File: config.mk
export PLATFORM = sky130hd
export DESIGN_NAME = pacman_vram_fetch_flat
export DESIGN_NICKNAME = d
export VERILOG_FILES = /design/src/rtl/pacman_vram_fetch_if.sv /design/src/rtl/pacman_vram_fetch.sv /design/src/flat_wrapper.sv
export SDC_FILE = /design/constraint.sdc
export NUM_CORES = 1
export LEC_CHECK = 0
export ABC_CLOCK_PERIOD_IN_PS = 1800
export CELL_PAD_IN_SITES_DETAIL_PLACEMENT = 1
export CELL_PAD_IN_SITES_GLOBAL_PLACEMENT = 1
export CORE_ASPECT_RATIO = 1.75
export CORE_MARGIN = 2
export CORE_UTILIZATION = 42
export DETAILED_ROUTE_END_ITERATION = 6
export HOLD_SLACK_MARGIN = 0.05
export PLACE_DENSITY_LB_ADDON = 0.1
export SYNTH_ARGS = -nofsm -noshare
export SYNTH_HDL_FRONTEND = slang
export SYNTH_SLANG_ARGS = --single-unit
export TNS_END_PERCENT = 30
File: constraint.sdc
create_clock -name clk -period 1.8 [get_ports clk]
set_input_delay 0.18 -clock clk [delete_from_list [all_inputs] [get_ports clk]]
set_output_delay 0.18 -clock clk [all_outputs]
set_load 0.01 [all_outputs]
File: src/rtl/pacman_vram_fetch_if.sv
// rtl/pacman_vram_fetch_if.sv - framebuffer read bus plus tile record stream between fetcher and its peers
interface pacman_vram_fetch_if;
    logic [15:0] gpu_addr_out1;
    logic [15:0] gpu_addr_out2;
    logic [7:0]  fb_douta;
    logic [7:0]  fb_doutb;
    logic        tile_valid;
    logic        tile_ready;
    logic [9:0]  tile_idx;
    logic [7:0]  tile_code;
    logic [7:0]  tile_color;

    modport master (
        output gpu_addr_out1, gpu_addr_out2,
        input  fb_douta, fb_doutb,
        output tile_valid, tile_idx, tile_code, tile_color,
        input  tile_ready
    );

    modport slave (
        input  gpu_addr_out1, gpu_addr_out2,
        output fb_douta, fb_doutb,
        input  tile_valid, tile_idx, tile_code, tile_color,
        output tile_ready
    );
endinterface

File: src/rtl/pacman_vram_fetch.sv
// rtl/pacman_vram_fetch.sv - per-frame tile/colour RAM fetch requester with record FIFO
// Optional reversed tile order under `define FETCH_FLIP_EN.
module pacman_vram_fetch #(
    parameter int NUM_TILES  = 1008,
    parameter int RD_LAT     = 2,
    parameter int FIFO_DEPTH = 4
) (
    input  logic                 clk,
    input  logic                 reset_n,
    input  logic                 frame_start,
    input  logic                 flip_screen,
    pacman_vram_fetch_if.master  bus,
    output logic                 busy,
    output logic                 frame_done,
    output logic                 frame_overrun
);
    localparam int PW = $clog2(FIFO_DEPTH);
    localparam int CW = PW + 1;
    localparam int LW = (RD_LAT > 1) ? $clog2(RD_LAT) : 1;
    localparam logic [9:0]    LAST_IDX = 10'(NUM_TILES - 1);
    localparam logic [LW-1:0] LAT_END  = LW'(RD_LAT - 1);
    localparam logic [CW-1:0] DEPTH    = CW'(FIFO_DEPTH);

    localparam logic [2:0] IDLE    = 3'd0;
    localparam logic [2:0] ISSUE   = 3'd1;
    localparam logic [2:0] CAPTURE = 3'd2;
    localparam logic [2:0] STALL   = 3'd3;
    localparam logic [2:0] DONE    = 3'd4;

    logic [2:0]    state;
    logic [9:0]    idx;
    logic [9:0]    phys;
    logic [LW-1:0] lat_cnt;

    logic [25:0]   mem [FIFO_DEPTH];
    logic [25:0]   head;
    logic [25:0]   push_data;
    logic [PW-1:0] wr_ptr;
    logic [PW-1:0] rd_ptr;
    logic [PW-1:0] rd_next;
    logic [CW-1:0] count;
    logic [CW-1:0] count_next;
    logic          push;
    logic          pop;
    logic          full;
    logic          bus_active;

`ifdef FETCH_FLIP_EN
    // Orientation is latched once per frame so mid-frame flips cannot tear the fetch order.
    logic flip;
    always_ff @(posedge clk or negedge reset_n) begin
        if (!reset_n)
            flip <= 1'b0;
        else if (state == IDLE && frame_start)
            flip <= flip_screen;
    end
    assign phys = flip ? (LAST_IDX - idx) : idx;
`else
    logic unused_flip;
    assign unused_flip = flip_screen;
    assign phys = idx;
`endif

    assign push       = (state == CAPTURE);
    assign pop        = bus.tile_valid && bus.tile_ready;
    assign full       = (count == DEPTH);
    assign push_data  = {idx, bus.fb_douta, bus.fb_doutb};
    assign rd_next    = rd_ptr + 1'b1;
    assign bus_active = (state == ISSUE) || (state == CAPTURE);

    // Address 0 hands the framebuffer back to the CPU, so it is only driven outside a read.
    assign bus.gpu_addr_out1 = bus_active ? (16'h4000 + {6'd0, phys}) : 16'h0000;
    assign bus.gpu_addr_out2 = bus_active ? (16'h4400 + {6'd0, phys}) : 16'h0000;
    assign bus.tile_valid    = (count != '0);
    assign bus.tile_idx      = head[25:16];
    assign bus.tile_code     = head[15:8];
    assign bus.tile_color    = head[7:0];

    assign busy       = (state != IDLE);
    assign frame_done = (state == DONE);

    always_comb begin
        count_next = count;
        case ({push, pop})
            2'b10:   count_next = count + 1'b1;
            2'b01:   count_next = count - 1'b1;
            default: count_next = count;
        endcase
    end

    always_ff @(posedge clk or negedge reset_n) begin
        if (!reset_n) begin
            state         <= IDLE;
            idx           <= '0;
            lat_cnt       <= '0;
            frame_overrun <= 1'b0;
        end else begin
            frame_overrun <= frame_start && (state != IDLE);
            case (state)
                IDLE: if (frame_start) begin
                    idx     <= '0;
                    lat_cnt <= '0;
                    state   <= full ? STALL : ISSUE;
                end
                ISSUE: if (lat_cnt == LAT_END) begin
                    lat_cnt <= '0;
                    state   <= CAPTURE;
                end else begin
                    lat_cnt <= lat_cnt + 1'b1;
                end
                CAPTURE: if (idx == LAST_IDX) begin
                    state <= DONE;
                end else begin
                    idx   <= idx + 1'b1;
                    state <= (count_next < DEPTH) ? ISSUE : STALL;
                end
                STALL: if (!full) state <= ISSUE;
                DONE:    state <= IDLE;
                default: state <= IDLE;
            endcase
        end
    end

    always_ff @(posedge clk) begin
        if (push) mem[wr_ptr] <= push_data;
    end

    // Head is a separate register so it holds its last value once the FIFO empties.
    always_ff @(posedge clk or negedge reset_n) begin
        if (!reset_n) begin
            wr_ptr <= '0;
            rd_ptr <= '0;
            count  <= '0;
            head   <= '0;
        end else begin
            if (push) wr_ptr <= wr_ptr + 1'b1;
            if (pop)  rd_ptr <= rd_next;
            count <= count_next;
            if (pop) begin
                if (count > CW'(1))
                    head <= mem[rd_next];
                else if (push)
                    head <= push_data;
            end else if (count == '0 && push) begin
                head <= push_data;
            end
        end
    end
endmodule
File: src/flat_wrapper.sv
// flat-port wrapper written by rule: the top's interface ports become plain ports
module pacman_vram_fetch_flat 
#(
    parameter int NUM_TILES  = 1008,
    parameter int RD_LAT     = 2,
    parameter int FIFO_DEPTH = 4
)
  (clk, reset_n, frame_start, flip_screen, busy, frame_done, frame_overrun, bus_gpu_addr_out1, bus_gpu_addr_out2, bus_fb_douta, bus_fb_doutb, bus_tile_valid, bus_tile_idx, bus_tile_code, bus_tile_color, bus_tile_ready);
  pacman_vram_fetch_if bus_i ();
  input  logic clk;
  input  logic reset_n;
  input  logic frame_start;
  input  logic flip_screen;
  output logic busy;
  output logic frame_done;
  output logic frame_overrun;
  output wire logic [$bits(bus_i.gpu_addr_out1)-1:0] bus_gpu_addr_out1;
  output wire logic [$bits(bus_i.gpu_addr_out2)-1:0] bus_gpu_addr_out2;
  input wire logic [$bits(bus_i.fb_douta)-1:0] bus_fb_douta;
  input wire logic [$bits(bus_i.fb_doutb)-1:0] bus_fb_doutb;
  output wire logic [$bits(bus_i.tile_valid)-1:0] bus_tile_valid;
  output wire logic [$bits(bus_i.tile_idx)-1:0] bus_tile_idx;
  output wire logic [$bits(bus_i.tile_code)-1:0] bus_tile_code;
  output wire logic [$bits(bus_i.tile_color)-1:0] bus_tile_color;
  input wire logic [$bits(bus_i.tile_ready)-1:0] bus_tile_ready;
  assign bus_gpu_addr_out1 = bus_i.gpu_addr_out1;
  assign bus_gpu_addr_out2 = bus_i.gpu_addr_out2;
  assign bus_i.fb_douta = bus_fb_douta;
  assign bus_i.fb_doutb = bus_fb_doutb;
  assign bus_tile_valid = bus_i.tile_valid;
  assign bus_tile_idx = bus_i.tile_idx;
  assign bus_tile_code = bus_i.tile_code;
  assign bus_tile_color = bus_i.tile_color;
  assign bus_i.tile_ready = bus_tile_ready;
  pacman_vram_fetch #(.NUM_TILES(NUM_TILES), .RD_LAT(RD_LAT), .FIFO_DEPTH(FIFO_DEPTH)) u_core (.clk(clk), .reset_n(reset_n), .frame_start(frame_start), .flip_screen(flip_screen), .bus(bus_i), .busy(busy), .frame_done(frame_done), .frame_overrun(frame_overrun));
endmodule
==> out/summary.md, run 1 <==
For the worst slack after detailed placement, the log shows -0.130 ns. The HPWL after detailed placement is 9680 um. Across the routed clock network, the largest skew measured is 0.0121 ns. The slowest library cell on the worst path is sky130_fd_sc_hd__dfrtp_1. The post-CTS clock slew at the launch and capture registers of the worst setup and hold paths is 0.06 ns. The number of optimization iterations in the first detailed-route pass came out at 4. The first global-routing pass estimated 24500 um of wire. Class of the worst hold path: in -> async. Die footprint: 16300 um^2. The detailed router finished its first iteration with 168 violations. Together, buffers and inverters on the worst path number 3. Final-report hold violation count: 0. The data arrival at the endpoint of the critical path is 1.63 ns, and the number of I/O pins is 83.

The clock reaches the later pin of the worst-skew pair after 0.42 ns. The library cells used most frequently in the layout, excluding fill and tap cells, are sky130_fd_sc_hd__edfxtp_1 (104), sky130_fd_sc_hd__buf_4 (47), sky130_fd_sc_hd__dfrtp_1 (47). Measured against its own limit, the worst slew margin works out to 66.2%. Most repeated library cell on the critical path: sky130_fd_sc_hd__buf_6. The final period utilization was 101%; the fill cell total of the finished layout was 1403. The biggest area contributor in the post-synthesis netlist is sky130_fd_sc_hd__edfxtp_1. The run gives 59 as the site row count.

In this run, distinct cell masters in the synthesized netlist total 46. The reported max-cap violation count was 0; the share of synthesized registers carrying an async set or reset was 31.6%. The largest single stage delay on the critical path is 0.39 ns. The tools report the share of synthesized area occupied by flip-flops and latches as 67.4%.

Compared with the post-synthesis result, the final layout area differs by 34.1%. For the final routed database, the setup TNS stands at -0.0485 ns. For the post-route standard cell area excluding fillers, the log shows 8610 um^2. Dividing the synthesized area by the synthesized cell count gives 16.2 um^2. CTS saw 152 sinks. The tools report the via count of the first global-routing pass as 4366. The aggregate global-route resource usage is 19.8%, and the number of buffers created by CTS is 17.

Yosys mapped a number of flops with a built-in enable equal to 104. The detailed-route wire length came out at 15600 um. The run finished, with violations left.

Across the VDD grid, the largest voltage drop is 838 uV. The measured slew at the worst slew-check pin came out at 0.507 ns. The post-route antenna net violation count was 0; the total of endpoints with negative setup slack in the final report was 10. The final layout contains 554 nets.

The initial utilization of the core area, before any placement, comes to 43.0%. The worst setup path is launched from a register. In this run the clock root is driven by a sky130_fd_sc_hd__clkbuf_16. For this run, design rule violations remaining after detail routing come to 0. For this design the ratio of total power to cell area is 1530 nW/um^2. STA puts the critical path data required time at 1.62 ns. The die is 168 um tall. Entering global routing, the biggest net connects 29 pins. The logs give 0 for the initial antenna violation count and 7720 um^2 for the placed standard-cell area.

Mean number of vias per cell: 5.49. For this run, the number of Yosys warnings is 0. The cell family contributing the most delay on the critical path is flip-flops. Hold timing on the final database bottoms out at a slack of 0.253 ns. The synthesized netlist occupies a cell area of 6420 um^2. TritonCTS built the clock tree.

The classification of the worst setup path was reg -> out. The run gives 0 as the total count of max-transition violations in the final report. Number of diodes: 0.

The critical path endpoint category is an output port. Based on the critical path, the design can be clocked at up to 0.553 GHz. The average routed wire per standard cell is 21.7 um. Ranked by total cell area, the synthesized netlist is headed by sky130_fd_sc_hd__edfxtp_1 (49%), sky130_fd_sc_hd__dfrtp_1 (19%), sky130_fd_sc_hd__mux4_2 (9.1%). Leaving out fill and tap cells, the most frequent cell in the layout is sky130_fd_sc_hd__edfxtp_1. The synthesized design contains 152 register bits. The completed layout was analyzed and its total power is 13.1 mW.

The minimum clock period after layout came out at 1.81 ns. The global placement routability congestion is 0.798, and the share of the core filled with cells is 57.7%. The share of Yosys cell area claimed by the top area cell type was 48.7%; the fraction of final layout cells with drive strength greater than 1 was 35.3%. Traced cell by cell, the critical path runs through buf_6 > xnor2_4 > nor2_4 > buf_6 > and2_4 > buf_6. The count of input and output buffers came out at 72.

The run gives 674 as the instance count after placement with tap cells included. The instance count of the mapped netlist was 397; the maximum net fanout on the critical path was 5. The leakage power of the design is 3.28 nW, and the die extent in x is 97.4 um. The detailed-route via count came out at 3945. For this run, the leading register cell type out of synthesis is sky130_fd_sc_hd__edfxtp_1.

For this run the aggregate overflow at the end of global routing stands at 0. The clock passes through at most 2 buffers. For the final cell count without fillers, the log shows 719. The tools report the H-tree depth as 4. The floorplan step defined a core boundary enclosing 14900 um^2. Setup repair after global routing could not meet its margin everywhere. The minimum setup slack in the final design came out at -0.00918 ns. The checks that failed: negative setup slack.
==> state kept, by name, summed over array words and instances (netlist names) <==
register and cells:
u_core.state 3, u_core.frame_overrun 1, u_core.wr_ptr 2, u_core.head 26, u_core.count 3, u_core.lat_cnt 1
u_core.mem 104, u_core.rd_ptr 2, u_core.idx 10
==> power by group <==
group	total, mW	internal [mW]	switching [mW]	leakage [nW]
sequential	4.64	4.34	0.302	1.57
combinational	4.94	2.74	2.20	1.44
clock	3.54	2.07	1.47	0.271
total	13.1	9.15	3.97	3.28
==> worst paths after layout <==
kind / start / cells after the start / to / slack, ns
worst max-delay path: u_core.state[1] / 6 / bus_gpu_addr_out1[8] / -0.009
worst min-delay path: reset_n / 2 / u_core.idx[2] / 0.25
worst max register to register: u_core.state[2] / 5 / u_core.idx[7] / 0.03
worst min register to register: u_core.lat_cnt / 1 / u_core.lat_cnt / 0.48
max in group asynchronous: reset_n / 3 / u_core.state[2] / 0.99
min in group clk: bus_fb_doutb[1] / 1 / u_core.mem[1][1] / 0.42
==> cell type report <==
type	count	area (um^2)	share of cell area [%]
multi-input cells	203	2010	23.4
inverters	8	32.5	0.378
flip-flops and latches	152	4330	50.3
clock inverters	14	159	1.85
repair buffers	141	1420	16.5
well taps	183	229	2.66
clock buffers	18	429	4.99
==> metal layers <==
metal  up-vias  GRT usage, %  part of all wire, %
met5         -             0                    0
met4         0          4.89                  1.1
met3         9          4.84                  2.6
met2        76          36.3                   57
met1      2102          23.1                   39
li1       1758             -                    -
==> Yosys cell counts (5+ instances only) <==
| cell type | n |
|---|---|
| sky130_fd_sc_hd__nand3_1 | 5 |
| sky130_fd_sc_hd__buf_2 | 9 |
| sky130_fd_sc_hd__a21oi_1 | 6 |
| sky130_fd_sc_hd__and2_1 | 11 |
| sky130_fd_sc_hd__nand2_1 | 10 |
| sky130_fd_sc_hd__xnor2_1 | 5 |
| sky130_fd_sc_hd__mux4_2 | 26 |
| sky130_fd_sc_hd__clkbuf_1 | 9 |
| sky130_fd_sc_hd__edfxtp_1 | 104 |
| sky130_fd_sc_hd__o31ai_1 | 5 |
| sky130_fd_sc_hd__buf_4 | 22 |
| sky130_fd_sc_hd__ha_1 | 10 |
| sky130_fd_sc_hd__o21ai_0 | 7 |
| sky130_fd_sc_hd__nor2_1 | 10 |
| sky130_fd_sc_hd__a221o_1 | 26 |
| sky130_fd_sc_hd__inv_1 | 8 |
| sky130_fd_sc_hd__nor2b_1 | 30 |
| sky130_fd_sc_hd__dfrtp_1 | 48 |
| sky130_fd_sc_hd__nor3_1 | 6 |
==> cell families (layout without fill, tap and decap cells) <==
logic type                 after synthesis  count (layout)  synth area share (%)
DFF                                    152             152                  67.4
muxes                                   28              28                  9.46
AOI/OAI and AO/OA                       53              53                  6.77
adders and majority gates               10              10                  1.95
xor gates and xnor gates                 6               6                 0.819
and+or+nand+nor                         97              97                  9.03
buffers and inverters                   50             181                  4.52
other                                    1               9                0.0584
==> timing repair <==
| item | 4_1_cts | 5_1_grt |
|---|---|---|
| endpoints found under the setup margin | 57 | 62 |
| setup buffers | 2 | 9 |
| gates cloned | 1 | 1 |
| endpoints found under the hold margin | 13 | 0 |
| gates resized for setup | 133 | 34 |
| pin swaps | 7 | 13 |
| hold buffers | 1 | 0 |
Power figures use the tool's default switching activity.
==> run 2: changes to the inputs <==
--- a/config.mk
+++ b/config.mk
@@ -10,8 +10,9 @@
 export CELL_PAD_IN_SITES_GLOBAL_PLACEMENT = 1
 export CORE_ASPECT_RATIO = 1.75
 export CORE_MARGIN = 2
-export CORE_UTILIZATION = 42
+export CORE_UTILIZATION = 48
 export DETAILED_ROUTE_END_ITERATION = 6
+export DONT_BUFFER_PORTS = 1
 export HOLD_SLACK_MARGIN = 0.05
 export PLACE_DENSITY_LB_ADDON = 0.1
 export SYNTH_ARGS = -nofsm -noshare
==> out/summary.md, run 2 (synthesized netlist as in run 1, its figures left out) <==
The run finished, with violations left. Violations in the final reports: negative setup slack (unchanged). The effective utilization at floorplan was 49.3% (was 43.0%). The die footprint was 14300 um^2 (was 16300 um^2); the placed standard-cell area was 6940 um^2 (was 7720 um^2). Biggest regs: u_core.mem (104), u_core.head (26), u_core.idx (10) (unchanged).

The average routed wire per standard cell came out at 23.5 um (was 21.7 um). The height of the die works out to 157 um (was 168 um). The H-tree depth is 4 (unchanged), and the final-report hold violation count is 0 (unchanged).

The final period utilization came out at 102% (was 101%). Class of the worst hold path: in -> reg (was in -> async). For the minimum setup slack in the final design, the log shows -0.0295 ns (was -0.00918 ns). Setup repair after global routing could not meet its margin everywhere.

Area added between synthesis and finish: 23.5% (was 34.1%). The logs give 0.42 ns (about the same) for the worst-skew pair later-pin latency and 7930 um^2 (was 8610 um^2) for the post-route standard cell area excluding fillers. The leakage power of the design is 2.98 nW (was 3.28 nW), and the maximum frequency from static timing analysis is 0.547 GHz (was 0.553 GHz). Detailed-route wire length: 15100 um (was 15600 um). The tools report the global-route wire length before repair as 23800 um (was 24500 um).

The detailed-route via count was 3747 (was 3945); the number of diodes was 0 (unchanged). The data arrival at the endpoint of the critical path is 1.65 ns (was 1.63 ns). Most frequent cells in the layout: sky130_fd_sc_hd__edfxtp_1 (104), sky130_fd_sc_hd__dfrtp_1 (47), sky130_fd_sc_hd__buf_4 (41) (was sky130_fd_sc_hd__edfxtp_1 (104), sky130_fd_sc_hd__buf_4 (47), sky130_fd_sc_hd__dfrtp_1 (47)). The worst endpoint required time was 1.62 ns (about the same); the count of input and output buffers was 0 (was 72). For the number of nets in the finished design, the log shows 490 (was 554). The logs give 152 (unchanged) for the number of clock sinks and 196 (was 168) for the number of DRC markers in iteration 0.

The number of buffers created by CTS is 17 (unchanged), and the sum of net half-perimeters after detailed placement is 9110 um (was 9680 um). The die extent in x is 91.4 um (was 97.4 um). The number of flip-flops under the largest register name works out to 104 (unchanged).

The cell at the root of the clock tree is sky130_fd_sc_hd__clkbuf_16 (unchanged). The fraction of final layout cells with drive strength greater than 1 is 32.6% (was 35.3%), and the maximum net fanout on the critical path is 9 (was 5). The site row count is 55 (was 59). Power density normalized to cell area: 1540 nW/um^2 (was 1530 nW/um^2). The launching element type of the critical path was a register (unchanged).

Register with the most flip-flops: u_core.mem (unchanged). The share of the core filled with cells was 60.9% (was 57.7%). The total count of max-transition violations in the final report was 0 (unchanged); the number of optimization iterations in the first detailed-route pass was 4 (unchanged). The run gives 83 (unchanged) as the number of I/O pins.

The run gives 14 (was 10) as the total of endpoints with negative setup slack in the final report. Critical path endpoint category: an output port (unchanged). The initial antenna violation count came out at 0 (unchanged). The maximum clock insertion buffer count is 2 (unchanged). For the global placement routability congestion, the log shows 0.839 (was 0.798). For the via count of the first global-routing pass, the log shows 4119 (was 4366). The minimum clock period after layout works out to 1.83 ns (was 1.81 ns). Classification of the worst setup path: reg -> out (unchanged).

The post-CTS clock slew at the launch and capture registers of the worst setup and hold paths was 0.07 ns (was 0.06 ns). The tools report the summed negative setup slack over all endpoints as -0.321 ns (was -0.0485 ns). The most common cell after layout, fill and taps aside was sky130_fd_sc_hd__edfxtp_1 (unchanged). The logs give 1140 uV (was 838 uV) for the maximum vdd drop and 0 (unchanged) for the reported max-cap violation count. The count of unresolved DRC violations after routing was 0 (unchanged); the leftover overflow at the end of global routing was 0 (unchanged). TritonCTS built the clock tree. The logs give 0.00720 ns (was 0.0121 ns) for the post-route clock skew and 49 (was 29) for the largest net degree at the start of global routing. The mean number of vias per cell came out at 5.83 (was 5.49).

The logs give 22.4% (was 19.8%) for the aggregate global-route resource usage and -0.138 ns (was -0.130 ns) for the worst slack after detailed placement. The area of the core is 13000 um^2 (was 14900 um^2), and the post-route antenna net violation count is 0 (unchanged).
run 2: cell types whose count changed in the layout (fill, tap and decap cells not counted), sizes merged:
cell	previous run	this run
dlygate4sd2	1	0
clkbuf	21	17
dlygate4sd3	1	19
clkinvlp	5	3
bufinv	2	1
clkdlybuf4s50	45	0
inv	15	13
clkdlybuf4s15	1	0
buf	90	58
clkinv	0	6
run 2: final timing paths:
| check | from | endpoint | slack [ns] | depth (start not counted) |
|---|---|---|---|---|
| max in group asynchronous | reset_n | u_core.rd_ptr[1] | 1.23 | 2 |
| worst max-delay path | u_core.state[0] | bus_gpu_addr_out2[5] | -0.03 | 5 |
| min in group asynchronous | reset_n | u_core.head[7] | 0.31 | 2 |
| worst max register to register | u_core.state[2] | u_core.head[15] | 0 | 6 |
| worst min register to register | u_core.lat_cnt | u_core.lat_cnt | 0.50 | 1 |
| worst min-delay path | frame_start | u_core.idx[9] | 0.09 | 3 |
run 2: final cells by class:
class / count / area [um^2]
Multi-Input combinational cell: 203 / 2000
Timing Repair Buffer: 77 / 788
Inverter: 8 / 30.0
Fill cell: 1157 / 5080
Clock buffer: 17 / 425
Sequential cell: 152 / 4330
Tap cell: 171 / 214
Clock inverter: 15 / 140
run 2: timing repair:
action	4_1_cts	5_1_grt
cloned	1	0
setup buffers	3	2
endpoints found under the hold margin	132	0
hold buffers	20	0
endpoints found under the setup margin	52	55
pin swaps	10	26
resized for setup	36	14
run 2: metrics by stage:
| step | std cells | power [mW] | hold slack, ns |
|---|---|---|---|
| detailed placement | 586 | 8.37 | -0.114 |
| global placement | 586 | 8.24 | -0.114 |
| CTS | 641 | 12.2 | 0.0725 |
| global route | 643 | 12.8 | 0.0771 |
| finish | 643 | 12.2 | 0.0893 |
| floorplan | 405 | 7.19 | -0.116 |
run 2: worst max-delay path, cell delays in order (launching register included):
cell	delay (ns)
sky130_fd_sc_hd__dfrtp_1	0.39
sky130_fd_sc_hd__buf_6	0.14
sky130_fd_sc_hd__xnor2_4	0.15
sky130_fd_sc_hd__nor2_4	0.18
sky130_fd_sc_hd__buf_8	0.18
sky130_fd_sc_hd__and2_4	0.19
run 2: metal layers:
metal	track usage, %	routed length, um	vias to the layer above
met5	0	0	-
met4	6.64	170	0
met3	5.41	658	17
met2	40.5	8540	93
met1	26.4	5720	2000
li1	-	-	1637
run 2: power by group:
| part | switching, mW | internal, mW | total [mW] |
|---|---|---|---|
| clock network | 1.49 | 1.92 | 3.41 |
| registers | 0.494 | 4.34 | 4.83 |
| logic | 1.85 | 2.07 | 3.92 |
==> run 3: changes to the inputs <==
--- a/config.mk
+++ b/config.mk
@@ -10,7 +10,8 @@
 export CELL_PAD_IN_SITES_GLOBAL_PLACEMENT = 1
 export CORE_ASPECT_RATIO = 1.75
 export CORE_MARGIN = 2
-export CORE_UTILIZATION = 48
+export CORE_UTILIZATION = 50
+export CTS_BUF_LIST = sky130_fd_sc_hd__clkbuf_8
 export DETAILED_ROUTE_END_ITERATION = 6
 export DONT_BUFFER_PORTS = 1
 export HOLD_SLACK_MARGIN = 0.05
==> out/summary.md, run 3 (synthesized netlist as in run 1, its figures left out) <==
The number of buffers created by CTS was 17 (unchanged); the global-route wire length before repair was 24100 um (was 23800 um). The total count of max-transition violations in the final report was 0 (unchanged). The run gives 8790 um (was 9110 um) as the sum of net half-perimeters after detailed placement. The tools report the critical path endpoint category as an output port (unchanged).

The leakage power of the design was 2.89 nW (was 2.98 nW); the worst-case register-to-register setup slack was -0.11 ns (was 0 ns). The tools report the worst hold slack after final layout as 0.106 ns (was 0.0893 ns). The run gives 1970 um^2 (was 2000 um^2) as the area of combinational cells with multiple inputs. Effective utilization at floorplan: 51.3% (was 49.3%).

The die extent in x is 89.6 um (was 91.4 um). Worst reg2reg path endpoint: u_core.idx[0] (was u_core.head[15]). Average routed wire per standard cell: 24.2 um (was 23.5 um).

Violations in the final reports: negative setup slack (unchanged). The worst endpoint required time is 1.62 ns (about the same). TritonCTS built the clock tree.

The number of diodes was 0 (unchanged). The number of optimization iterations in the first detailed-route pass was 4 (unchanged). The logs give 27.4% (was 26.4%) for the met1 usage and 1.75 ns (was 1.65 ns) for the data arrival at the endpoint of the critical path.

The height of the die was 154 um (was 157 um). The maximum frequency from static timing analysis is 0.518 GHz (was 0.547 GHz), and the worst-skew pair later-pin latency is 0.44 ns (was 0.42 ns). The fill cell total of the finished layout is 1126 (was 1157), and the global routing usage on met2 is 42.9% (was 40.5%).

The run gives 0 (unchanged) as the post-route antenna net violation count. The maximum vdd drop came out at 1170 uV (was 1140 uV). The number of clock sinks is 152 (unchanged), and the reported max-cap violation count is 0 (unchanged). Die footprint: 13800 um^2 (was 14300 um^2).

Most common cell after layout, fill and taps aside: sky130_fd_sc_hd__edfxtp_1 (unchanged). The count of input and output buffers came out at 0 (unchanged). The minimum clock period after layout came out at 1.93 ns (was 1.83 ns). Share of the core filled with cells: 61.9% (was 60.9%). The largest net degree at the start of global routing was 49 (unchanged).

The maximum net fanout on the critical path is 8 (was 9). Launching element type of the critical path: a register (unchanged). The final-report hold violation count was 0 (unchanged); the overall power was 11.5 mW (was 12.2 mW). The post-CTS clock slew at the launch and capture registers of the worst setup and hold paths is 0.10 ns (was 0.07 ns).

Most frequent cells in the layout: sky130_fd_sc_hd__edfxtp_1 (104), sky130_fd_sc_hd__dfrtp_1 (47), sky130_fd_sc_hd__buf_4 (40) (was sky130_fd_sc_hd__edfxtp_1 (104), sky130_fd_sc_hd__dfrtp_1 (47), sky130_fd_sc_hd__buf_4 (41)). The routing layer with the top usage in global route was met2 (unchanged). The cell at the root of the clock tree is sky130_fd_sc_hd__clkbuf_8 (was sky130_fd_sc_hd__clkbuf_16). The tools report the endpoint of the worst hold path as u_core.idx[5] (was u_core.idx[9]). The detailed-route via count was 3754 (was 3747). The area added between synthesis and finish works out to 20.5% (was 23.5%). Area of the core: 12500 um^2 (was 13000 um^2). Class of the worst hold path: in -> reg (unchanged). Biggest regs: u_core.mem (104), u_core.head (26), u_core.idx (10) (unchanged). The number of I/O pins came out at 83 (unchanged). The run gives 487 (was 490) as the number of nets in the finished design.

The classification of the worst setup path was reg -> out (unchanged). The fraction of final layout cells with drive strength greater than 1 was 30.5% (was 32.6%). The tools report the number of DRC markers in iteration 0 as 178 (was 196).

Number of stages on the worst hold path: 2 (was 3). The reg-to-reg startpoint was u_core.state[0] (was u_core.state[2]). The final cell count without fillers came out at 637 (was 643). For the register area, the log shows 4330 um^2 (unchanged). The tools report the leftover overflow at the end of global routing as 0 (unchanged). Source of the worst hold timing path: frame_start (unchanged). The final period utilization was 107% (was 102%); the site row count was 54 (was 55).

The logs give 580 (was 586) for the instance count after placement with tap cells included and -0.132 ns (was -0.0295 ns) for the minimum setup slack in the final design. The maximum clock insertion buffer count was 2 (unchanged); the mean number of vias per cell was 5.89 (was 5.83). The logs give -3.82 ns (was -0.321 ns) for the summed negative setup slack over all endpoints and 15400 um (was 15100 um) for the detailed-route wire length. The post-route clock skew was 0.0177 ns (was 0.00720 ns). The global-route track usage on met3 was 5.90% (was 5.41%); the cell count of the worst reg-to-reg path was 6 (unchanged). For the count of unresolved DRC violations after routing, the log shows 0 (unchanged). Setup repair after global routing could not meet its margin everywhere. The total of endpoints with negative setup slack in the final report is 50 (was 14), and the initial antenna violation count is 0 (unchanged). The global placement routability congestion came out at 0.860 (was 0.839). The tools report the aggregate global-route resource usage as 24.2% (was 22.4%).

Register with the most flip-flops: u_core.mem (unchanged). The run finished, with violations left. The number of flip-flops under the largest register name works out to 104 (unchanged).

The logs give 4239 (was 4119) for the via count of the first global-routing pass and 4 (unchanged) for the H-tree depth. The power density normalized to cell area came out at 1490 nW/um^2 (was 1540 nW/um^2).
run 3: cell count changes in the layout (fill, tap and decap cells not counted), moves of 3 or more:
cell                        delta
sky130_fd_sc_hd__buf_6         -4
sky130_fd_sc_hd__clkbuf_16    -17
sky130_fd_sc_hd__clkbuf_8     +17
sky130_fd_sc_hd__clkinv_2      -3
sky130_fd_sc_hd__clkinv_4      -3
run 3: where the power goes:
group | internal (mW) | switching, mW
Sequential | 4.33 | 0.488
Combinational | 1.97 | 1.89
Clock | 1.43 | 1.43
Total | 7.74 | 3.81
run 3: final cells by class:
type	instances	area share, %
Sequential cell	152	55.9
Multi-Input combinational cell	203	25.5
Tap cell	168	2.72
Timing Repair Buffer	74	9.77
Inverter	8	0.388
Clock inverter	15	2.67
Clock buffer	17	3.03
run 3: worst max path at each step:
stage	slack, ns	endpoint	cells after the start	start
after floorplan	-0.06	u_core.idx[7]	6	u_core.state[2]
after global placement	-0.09	u_core.state[0]	6	u_core.state[2]
after detailed placement	-0.12	u_core.state[0]	6	u_core.state[2]
after CTS	-0.20	bus_gpu_addr_out1[6]	6	u_core.state[1]
after global routing	-0.22	bus_gpu_addr_out1[7]	6	u_core.state[1]
final	-0.13	bus_gpu_addr_out1[6]	6	u_core.state[1]
run 3: layer usage:
layer  vias to the layer above  share of wire, %
met2                       110                57
met3                        20               4.4
met4                         0               1.9
met5                         -                 0
li1                       1626                 -
met1                      1998                37
run 3: what timing repair did:
item,4_1_cts,5_1_grt
gates cloned,2,0
buffers inserted,2,1
gates resized for setup,35,5
pin swaps,7,2
hold buffers,20,0
hold endpoints to repair,135,0
endpoints found under the setup margin,59,61
run 3: per-stage QoR:
stage | worst slack, ns | area [um^2]
2_1_floorplan | -0.0597 | 6490
3_3_place_gp | -0.0867 | 6920
3_5_place_dp | -0.117 | 6920
4_1_cts | -0.199 | 7700
5_1_grt | -0.218 | 7730
6_report | -0.132 | 7730
run 3: worst max-delay path, stage by stage, from the launching register on:
cell and delay (ns):
sky130_fd_sc_hd__dfrtp_1 0.41, sky130_fd_sc_hd__buf_6 0.13, sky130_fd_sc_hd__buf_8 0.12, sky130_fd_sc_hd__xnor2_4 0.13, sky130_fd_sc_hd__nor2_4 0.15, sky130_fd_sc_hd__buf_8 0.17, sky130_fd_sc_hd__and2_4 0.19
